File: config.mk
export PLATFORM = sky130hd
export DESIGN_NAME = ex_mem_reg
export DESIGN_NICKNAME = d
export VERILOG_FILES = /design/src/rtl/ex_mem_reg.sv
export SDC_FILE = /design/constraint.sdc
export NUM_CORES = 1
export LEC_CHECK = 0
export ABC_AREA = 1
export BUFFER_PORTS_ARGS = -buffer_cell sky130_fd_sc_hd__buf_2
export CAP_MARGIN = 10
export CELL_PAD_IN_SITES_DETAIL_PLACEMENT = 1
export CELL_PAD_IN_SITES_GLOBAL_PLACEMENT = 1
export CORE_MARGIN = 2
export CORE_UTILIZATION = 35
export CTS_BUF_LIST = sky130_fd_sc_hd__clkbuf_4
export DETAILED_ROUTE_END_ITERATION = 6
export GPL_ROUTABILITY_DRIVEN = 0
export GPL_TIMING_DRIVEN = 0
export PLACE_DENSITY_LB_ADDON = 0.15
export SYNTH_ARGS = -nofsm -noshare
export SYNTH_HDL_FRONTEND = slang
export SYNTH_SLANG_ARGS = --single-unit
File: constraint.sdc
create_clock -name clk -period 1.92 [get_ports clk]
set_clock_uncertainty 0.15 [all_clocks]
set_input_delay 0.384 -clock clk [delete_from_list [all_inputs] [get_ports clk]]
set_output_delay 0.384 -clock clk [all_outputs]
set_load 0.1 [all_outputs]
File: src/rtl/ex_mem_reg.sv
// ============================================================================
//  Module      : ex_mem_reg
//  Description : EX/MEM pipeline register with stall (hold), flush (bubble)
//                and load/store alignment checking. A misaligned access is
//                turned into a bubble and raises a sticky trap that holds
//                the pipeline in bubbles until the handler acknowledges it.
//                Optional performance counters are enabled by defining the
//                macro EX_MEM_REG_PERF_EN.
//  Revision    : 1.0 - initial release
// ============================================================================
`default_nettype none

module ex_mem_reg #(
  parameter int DATA_W = 32,
  parameter int REG_W  = 5
) (
  input  logic              clk,
  input  logic              reset,
  input  logic              stall_in,
  input  logic              flush_in,
  input  logic              valid_in,
  input  logic [DATA_W-1:0] alu_result_in,
  input  logic [DATA_W-1:0] write_data_in,
  input  logic [REG_W-1:0]  write_register_in,
  input  logic              reg_write_in,
  input  logic              mem_read_in,
  input  logic              mem_write_in,
  input  logic              mem_to_reg_in,
  input  logic [5:0]        opcode_in,
  input  logic              trap_ack_in,
`ifdef EX_MEM_REG_PERF_EN
  input  logic              perf_clear_in,
  output logic [31:0]       perf_loads_out,
  output logic [31:0]       perf_stores_out,
  output logic [31:0]       perf_traps_out,
`endif
  output logic              valid_out,
  output logic [DATA_W-1:0] alu_result_out,
  output logic [DATA_W-1:0] write_data_out,
  output logic [REG_W-1:0]  write_register_out,
  output logic              reg_write_out,
  output logic              mem_read_out,
  output logic              mem_write_out,
  output logic              mem_to_reg_out,
  output logic [5:0]        opcode_out,
  output logic              trap_out,
  output logic [DATA_W-1:0] badvaddr_out,
  output logic [1:0]        trap_cause_out
);

  // Memory opcodes, matching the mips_pkg OPCODE_* encodings.
  localparam logic [5:0] c_OPCODE_LB  = 6'h20;
  localparam logic [5:0] c_OPCODE_LH  = 6'h21;
  localparam logic [5:0] c_OPCODE_LW  = 6'h23;
  localparam logic [5:0] c_OPCODE_LBU = 6'h24;
  localparam logic [5:0] c_OPCODE_LHU = 6'h25;
  localparam logic [5:0] c_OPCODE_LWU = 6'h27;
  localparam logic [5:0] c_OPCODE_SB  = 6'h28;
  localparam logic [5:0] c_OPCODE_SH  = 6'h29;
  localparam logic [5:0] c_OPCODE_SW  = 6'h2B;

  localparam logic [1:0] c_CAUSE_NONE  = 2'b00;
  localparam logic [1:0] c_CAUSE_LOAD  = 2'b01;
  localparam logic [1:0] c_CAUSE_STORE = 2'b10;

  typedef enum logic [0:0] {
    ST_RUN  = 1'b0,
    ST_TRAP = 1'b1
  } state_t;

  state_t            r_state;

  logic              r_valid;
  logic [DATA_W-1:0] r_alu_result;
  logic [DATA_W-1:0] r_write_data;
  logic [REG_W-1:0]  r_write_register;
  logic              r_reg_write;
  logic              r_mem_read;
  logic              r_mem_write;
  logic              r_mem_to_reg;
  logic [5:0]        r_opcode;
  logic              r_trap;
  logic [DATA_W-1:0] r_badvaddr;
  logic [1:0]        r_trap_cause;

  logic              w_is_half;
  logic              w_is_word;
  logic              w_mem_access;
  logic              w_misaligned;
  logic [1:0]        w_cause;
  logic              w_run_advance;
  logic              w_pipe_en;
  logic              w_capture;

  // Classify the incoming opcode by access size; byte ops (LB, LBU, SB) and
  // non-memory opcodes fall through as never misaligned.
  always_comb begin
    w_is_half = 1'b0;
    w_is_word = 1'b0;
    case (opcode_in)
      c_OPCODE_LH, c_OPCODE_LHU, c_OPCODE_SH: w_is_half = 1'b1;
      c_OPCODE_LW, c_OPCODE_LWU, c_OPCODE_SW: w_is_word = 1'b1;
      c_OPCODE_LB, c_OPCODE_LBU, c_OPCODE_SB: ;
      default: ;
    endcase
  end

  assign w_mem_access = valid_in & (mem_read_in | mem_write_in);
  assign w_misaligned = w_mem_access &
                        ((w_is_half & alu_result_in[0]) |
                         (w_is_word & (alu_result_in[1:0] != 2'b00)));
  // A store flag wins the cause, so an access that somehow reads and writes
  // is reported as a store.
  assign w_cause      = mem_write_in ? c_CAUSE_STORE : c_CAUSE_LOAD;

  // In RUN the register advances unless stalled; flush overrides stall.
  assign w_run_advance = (r_state == ST_RUN) & (flush_in | ~stall_in);
  // In TRAP the register loads a bubble every cycle, stall or not.
  assign w_pipe_en     = (r_state == ST_TRAP) | w_run_advance;
  // Only a real, aligned instruction in an advancing RUN cycle is captured;
  // every other loading cycle produces a bubble.
  assign w_capture     = w_run_advance & ~flush_in & valid_in & ~w_misaligned;

  // Pipeline payload: either captured from EX or cleared to a bubble.
  always_ff @(posedge clk or negedge reset) begin
    if (!reset) begin
      r_valid          <= 1'b0;
      r_alu_result     <= '0;
      r_write_data     <= '0;
      r_write_register <= '0;
      r_reg_write      <= 1'b0;
      r_mem_read       <= 1'b0;
      r_mem_write      <= 1'b0;
      r_mem_to_reg     <= 1'b0;
      r_opcode         <= '0;
    end else if (w_pipe_en) begin
      r_valid          <= w_capture;
      r_alu_result     <= w_capture ? alu_result_in     : '0;
      r_write_data     <= w_capture ? write_data_in     : '0;
      r_write_register <= w_capture ? write_register_in : '0;
      // Writes to register 0 are dropped here so later stages never see them.
      r_reg_write      <= w_capture & reg_write_in & (write_register_in != '0);
      r_mem_read       <= w_capture & mem_read_in;
      r_mem_write      <= w_capture & mem_write_in;
      r_mem_to_reg     <= w_capture & mem_to_reg_in;
      r_opcode         <= w_capture ? opcode_in : '0;
    end
  end

  // Trap state machine: records the first misaligned access and parks in
  // TRAP until acknowledged; the fault address and cause persist afterwards.
  always_ff @(posedge clk or negedge reset) begin
    if (!reset) begin
      r_state      <= ST_RUN;
      r_trap       <= 1'b0;
      r_badvaddr   <= '0;
      r_trap_cause <= c_CAUSE_NONE;
    end else begin
      case (r_state)
        ST_RUN: begin
          if (w_run_advance && !flush_in && w_misaligned) begin
            r_state      <= ST_TRAP;
            r_trap       <= 1'b1;
            r_badvaddr   <= alu_result_in;
            r_trap_cause <= w_cause;
          end
        end
        ST_TRAP: begin
          if (trap_ack_in) begin
            r_state <= ST_RUN;
            r_trap  <= 1'b0;
          end
        end
        default: begin
          r_state <= ST_RUN;
          r_trap  <= 1'b0;
        end
      endcase
    end
  end

`ifdef EX_MEM_REG_PERF_EN
  logic [31:0] r_perf_loads;
  logic [31:0] r_perf_stores;
  logic [31:0] r_perf_traps;
  logic        w_trap_taken;

  assign w_trap_taken = w_run_advance & ~flush_in & w_misaligned;

  // Event counters; clear beats increment and the counts wrap naturally.
  always_ff @(posedge clk or negedge reset) begin
    if (!reset) begin
      r_perf_loads  <= '0;
      r_perf_stores <= '0;
      r_perf_traps  <= '0;
    end else if (perf_clear_in) begin
      r_perf_loads  <= '0;
      r_perf_stores <= '0;
      r_perf_traps  <= '0;
    end else begin
      if (w_capture && mem_read_in)  r_perf_loads  <= r_perf_loads  + 32'd1;
      if (w_capture && mem_write_in) r_perf_stores <= r_perf_stores + 32'd1;
      if (w_trap_taken)              r_perf_traps  <= r_perf_traps  + 32'd1;
    end
  end

  assign perf_loads_out  = r_perf_loads;
  assign perf_stores_out = r_perf_stores;
  assign perf_traps_out  = r_perf_traps;
`endif

  assign valid_out          = r_valid;
  assign alu_result_out     = r_alu_result;
  assign write_data_out     = r_write_data;
  assign write_register_out = r_write_register;
  assign reg_write_out      = r_reg_write;
  assign mem_read_out       = r_mem_read;
  assign mem_write_out      = r_mem_write;
  assign mem_to_reg_out     = r_mem_to_reg;
  assign opcode_out         = r_opcode;
  assign trap_out           = r_trap;
  assign badvaddr_out       = r_badvaddr;
  assign trap_cause_out     = r_trap_cause;

endmodule

`default_nettype wire

==> results.ini, run 1 <==
[sta]
worstMarginPinSlew_ns = 0.5028
fin_crit_ns = 1.861
setup_tns_ns = 0
fin_crit_sh_pct = 96.93
fmax_ghz = 0.5373
hold_viol = 0
setup_viol = 0
slew_violations = 0
slew_headroom_pct = 66.48

[grt]
grt_pass1_vias = 5230
grt_usage_pct = 24.28
grt_pass1_wl_um = 27230
antenna_found_initial = 3
grt_overflow = 0
grt_max_degree = 79

[floorplanning]
dieArea_um2 = 14340
die_h_um = 119.8
ioPinCount = 200
core_um2 = 13190
rows = 42
start_util_pct = 35.56
die_w_um = 119.8

[setup_path]
cp_cell_sequence = buf_2
worst-path-buf-inv = 1
critPathMaxFanout = 2
crit_family = buffers and inverters
slowest_stage = buf_2
critPathArrivalTime_ns = 1.33
worstSetupPathType = register to output pin
worstSetupStartpointType = register
max_stage_delay_ns = 0.43
end_kind = output pin
worstPathRequired_ns = 1.39

[layout]
fin_nets = 906
multi_input_area_um2 = 1597
final_area_um2 = 7073
fin_cells = 1009
regArea_um2 = 2903
drive_gt1_share_pct = 29.96
area_growth_pct = 50.79
final_cell_mix = 235 x nand2_1, 165 x buf_2, 116 x dfrtp_1
final_common_cell = nand2_1
final_util_pct = 53.62
nFillCells = 1600

[placed_design]
hpwl_um = 11180
postPlaceCellArea_um2 = 5941
place_inst = 897
io_buffers = 199

[logic_synthesis]
syn_avg_cell_area_um2 = 9.003
syn_area_um2 = 4691
synth_fp_nets = 606
ys_seq_area_share_pct = 61.88
yosysUniqueCellTypes = 18
ys_ff_latch = 116
synth_cells = 521
yosysWarnings = 0

[routing]
drt_iter0_drc = 203
drt_wl_total_um = 16980
final_antenna_net_count = 0
dr.pass1.iters = 4
drc = 0
wl_per_cell_um = 16.83
vias = 4944
via_per_inst = 4.900

[min_path]
hold_class = primary input to register

[job]
maxCapViolCount = 0

[clock_network]
clock_sinks = 116
cts-root-buf = clkbuf_4
cts_buffers = 17
clk_path_buf_depth = 2
worstSkewPairLatency_ns = 0.51
cts.clk_slew.worst_paths_ns = 0.10
htree_levels = 4
cts_tree = built

[power]
ir_drop_uv = 380.6
power_density_nw_per_um2 = 857.6
leakage_uw = 0.004095

[run_status]
status = finished, final reports clean

[layout make-up]
type | count | share of cell area, %
multi-input cells | 362 | 22.57
repair buffers | 282 | 27.30
inverters | 6 | 0.3184
diodes | 2 | 0.07076
clock buffers | 19 | 2.017
flip-flops and latches | 116 | 41.04
clock inverters | 10 | 0.9729
well taps | 176 | 3.113
plain buffers | 36 | 2.600
[sequential cells by signal, indices dropped and copies added (netlist names)]
signal,cells
mem_to_reg_out,1
trap_cause_out,2
valid_out,1
trap_out,1
opcode_out,6
badvaddr_out,32
reg_write_out,1
r_state,1
mem_write_out,1
alu_result_out,32
write_register_out,5
write_data_out,32
mem_read_out,1
[through the flow]
step	worst slack [ns]	power, uW	hold slack, ns
CTS	0.0003090	6101	0.01145
global placement	-1.184	4439	0.3013
finish	0.05900	6066	0.05300
floorplan	0.4174	4031	-0.06159
detailed placement	-0.3490	4473	0.1745
global route	-0.0006676	6324	0.007432
[synthesized netlist by cell type]
library cell | count | area [um2]
a21oi_1 | 2 | 10.01
a21oi_4 | 1 | 16.27
and2_1 | 1 | 6.260
buf_2 | 2 | 10.01
buf_4 | 8 | 60.06
clkbuf_1 | 27 | 101.4
clkinv_1 | 1 | 3.750
dfrtp_1 | 116 | 2903
inv_1 | 5 | 18.77
nand2_1 | 235 | 882.1
nand3_1 | 78 | 390.4
nand3_2 | 1 | 10.01
nand3b_1 | 2 | 15.01
nand4_1 | 34 | 212.7
nor2_1 | 5 | 18.77
nor2_4 | 1 | 11.26
nor3_4 | 1 | 16.27
o21ai_1 | 1 | 5.000
[path summary, 6_finish.rpt]
| path | start | to | slack [ns] | cells past startpoint |
|---|---|---|---|---|
| worst max-delay path | write_data_out[24]$_DFFE_PN0P_ | write_data_out[24] | 0.06 | 1 |
| worst min-delay path | opcode_in[2] | opcode_out[2]$_DFFE_PN0P_ | 0.05 | 3 |
| worst max register to register | r_state$_DFF_PN0_ | write_data_out[26]$_DFFE_PN0P_ | 0.09 | 6 |
| worst min register to register | badvaddr_out[0]$_DFFE_PN0P_ | badvaddr_out[0]$_DFFE_PN0P_ | 0.32 | 2 |
| max in group asynchronous | reset | alu_result_out[5]$_DFFE_PN0P_ | 0.71 | 3 |
| min in group asynchronous | reset | write_data_out[4]$_DFFE_PN0P_ | 0.19 | 2 |
[power by group]
group,internal (uW),switching (uW)
combinational,387,1520
sequential,2590,82.9
clock,618,866
[cell families (layout without fill, tap and decap cells)]
| kind of cell | after synthesis | after routing | synth area share [%] |
|---|---|---|---|
| AND/OR/NAND/NOR | 358 | 358 | 33.32 |
| flip-flops | 116 | 116 | 61.88 |
| buffers and inverters | 43 | 353 | 4.135 |
| AO/OA/AOI/OAI | 4 | 4 | 0.6668 |
| other | 0 | 2 | 0 |
[routing by layer]
layer  vias up  global-route usage (%)  routed length [um]
met4         2                   9.779                 449
met5         -                       0                  13
met2       175                   40.07                8309
met1      2427                   30.55                7156
met3        36                   6.179                1049
li1       2304                       -                   -
[tightest hold or removal path: cells and delay by family]
| family | cells | cell delay (ns) |
|---|---|---|
| buf+inv | 1 | 0.13 |
| simple gates | 2 | 0.17 |
[repair_timing]
item                       in CTS  in global routing
hold buffers                   80                  0
hold endpoints to repair      150                  0
setup endpoints to repair      73                 96
gates cloned                    0                  0
resized for setup               2                 52
pin swaps                       0                  1
setup buffers                   0                  2
Note: power is estimated with default switching activity, not from simulation.
==> inputs of run 2 (changes only) <==
--- a/config.mk
+++ b/config.mk
@@ -11,11 +11,12 @@
 export CELL_PAD_IN_SITES_DETAIL_PLACEMENT = 1
 export CELL_PAD_IN_SITES_GLOBAL_PLACEMENT = 1
 export CORE_MARGIN = 2
-export CORE_UTILIZATION = 35
+export CORE_UTILIZATION = 32
 export CTS_BUF_LIST = sky130_fd_sc_hd__clkbuf_4
 export DETAILED_ROUTE_END_ITERATION = 6
 export GPL_ROUTABILITY_DRIVEN = 0
 export GPL_TIMING_DRIVEN = 0
+export MAX_ROUTING_LAYER = met4
 export PLACE_DENSITY_LB_ADDON = 0.15
 export SYNTH_ARGS = -nofsm -noshare
 export SYNTH_HDL_FRONTEND = slang
==> constraint.sdc (replaced) <==
create_clock -name clk -period 1.6 [get_ports clk]
set_clock_uncertainty 0.15 [all_clocks]
set_input_delay 0.32 -clock clk [delete_from_list [all_inputs] [get_ports clk]]
set_output_delay 0.32 -clock clk [all_outputs]
set_load 0.1 [all_outputs]
==> run 2 against run 1 <==
Net effect: final cell count up 10%; sequential cell count is the same; global-route usage increased by 5.2 points; the flow now finishes with violations (negative setup slack); design area increased by 49%; via count up 33%; count of clock-buffer cells in the layout shrank 1; critical endpoint is now write_data_out[10]$_DFFE_PN0P_.
==> results.ini, run 2 (synthesis gave the netlist of run 1 again) <==
[layout]
fin_nets = 989
final_cell_mix = 182 x nand2_1, 121 x buf_12, 115 x dfrtp_1
area_growth_pct = 124.5
final_util_pct = 73.02
drive_gt1_share_pct = 51.47
final_common_cell = nand2_1

[setup_path]
worstSetupPathType = primary input to register
reg2reg_to = write_register_out[1]$_DFFE_PN0P_
end_kind = register
cp_cell_sequence = buf_2 -> inv_1 -> nor2_1 -> nand2_1 -> nor2_4 -> nand2_2 -> clkbuf_1 -> nand3_1 -> nand2_1
worstSetupStartpointType = primary input
reg2reg_slack_ns = -0.15
worstPathRequired_ns = 1.93
cp_common_cell = nand2_1
slowest_stage = clkbuf_1
ff2ff_path_depth = 6
max_stage_delay_ns = 0.42
critPathArrivalTime_ns = 2.29
critPathMaxFanout = 10
worstReg2RegStart = r_state$_DFF_PN0_

[min_path]
hold_end = badvaddr_out[0]$_DFFE_PN0P_
hold_class = primary input to register
worstHoldPathCells = 4
min_from = opcode_in[2]

[grt]
grt_pass1_wl_um = 34510
grt_usage_pct = 29.48
antenna_found_initial = 3
grt_max_degree = 63
grt_overflow = 0
grt_pass1_vias = 6032

[clock_network]
worstSkewPairLatency_ns = 0.58
cts_tree = built
cts_buffers = 17
clk_path_buf_depth = 2
htree_levels = 4
clock_sinks = 116
cts-root-buf = clkbuf_4
cts.clk_slew.worst_paths_ns = 0.14

[floorplanning]
ioPinCount = 200
die_w_um = 125.1
rows = 44
core_um2 = 14420
dieArea_um2 = 15640
die_h_um = 125.1
start_util_pct = 32.52

[placed_design]
io_buffers = 199
place_ws_ns = -0.5889
hpwl_um = 11410

[sta]
setup_viol = 227
hold_viol = 0
fin_crit_ns = 1.960
worstMarginPinSlew_ns = 0.7219
setup_slack_ns = -0.3598
fmax_ghz = 0.5103
fin_crit_sh_pct = 122.5
slew_headroom_pct = 51.88
slew_violations = 0
rsz0062_at_grt = yes

[power]
power_density_nw_per_um2 = 903.2
switching_power_uw = 3918
p_clk_share_pct = 28.5
p_seq_share_pct = 35.5
intPower_uw = 5595
comb_power_share_pct = 36.0
leakage_uw = 0.005130
ir_drop_uv = 666.8
swShare_pct = 41.18

[routing]
vias = 6551
drt_iter0_drc = 533
final_antenna_net_count = 0
drt_wl_total_um = 36320
via_per_inst = 5.896
drc = 0
dr.pass1.iters = 7
wl_per_cell_um = 32.69

[job]
maxCapViolCount = 0

[run_status]
violations = negative setup slack
status = finished with violations

run 2: cell count changes in the layout (fill, tap and decap cells not counted), sizes merged:
cell / delta
diode: +8
inv: +1
nand3: +1
clkbuf: -29
bufinv: +3
clkinvlp: +5
clkinv: -5
buf: +109
dlygate4sd3: +1
run 2: worst max-delay path, delay by kind of cell:
family	cells	cell delay, ns
simple gates	6	1.36
buf+inv	3	0.60
run 2: worst max path at each step:
stage / from / endpoint / slack [ns] / depth (start not counted)
floorplan: r_state$_DFF_PN0_ / write_data_out[10]$_DFFE_PN0P_ / 0.13 / 6
global placement: reset / badvaddr_out[16]$_DFFE_PN0P_ / -1.45 / 1
detailed placement: alu_result_in[1] / opcode_out[2]$_DFFE_PN0P_ / -0.59 / 7
CTS: alu_result_out[29]$_DFFE_PN0P_ / alu_result_out[29] / -0.09 / 1
global route: valid_in / write_data_out[10]$_DFFE_PN0P_ / -0.41 / 9
finish: valid_in / write_data_out[10]$_DFFE_PN0P_ / -0.36 / 9
run 2: power groups by stage:
stage	registers, uW	logic (uW)	clock network, uW
2_1_floorplan	4580	253	0
3_3_place_gp	3260	2080	0
3_5_place_dp	3260	2100	0
4_1_cts	3320	2910	2490
5_1_grt	3390	3480	2790
6_report	3380	3420	2710
run 2: metal layers:
layer	vias to the layer above	share of wire, %	routed length, um	global-route usage (%)
met2	529	50	18040	51.12
li1	2497	-	-	-
met5	-	0	0	-
met4	0	8.9	3232	11.70
met3	239	7.6	2749	6.804
met1	3286	34	12300	32.94
run 2: cell type report:
class / instances / area (um2)
antenna: 10 / 25.02
clock inverter: 14 / 185.2
fill: 1415 / 3891
tap: 184 / 230.2
inverter: 6 / 22.52
timing repair buffer: 364 / 4418
sequential: 116 / 2904
clock buffer: 18 / 135.1
multi-input combinational: 363 / 2258
buffer: 36 / 354.1
run 2: timing repair:
item | 4_1_cts | 5_1_grt
hold endpoints to repair | 169 | 0
buffers inserted | 23 | 47
setup endpoints to repair | 227 | 229
hold buffers | 81 | 0
resized for setup | 508 | 183
pin swaps | 2 | 69
cloned | 3 | 11
run 2: per-stage QoR:
step | cells | TNS (ns) | total power [uW] | hold WS, ns | area, um2
6_report | 1111 | -31.40 | 9513 | 0.1132 | 10530
3_5_place_dp | 905 | -47.78 | 5369 | 0.1699 | 5951
4_1_cts | 1043 | -8.591 | 8713 | 0.03460 | 9153
2_1_floorplan | 521 | 0 | 4837 | -0.1256 | 4691
3_3_place_gp | 904 | -209.62 | 5332 | 0.3008 | 5917
5_1_grt | 1111 | -36.99 | 9655 | 0.1135 | 10530
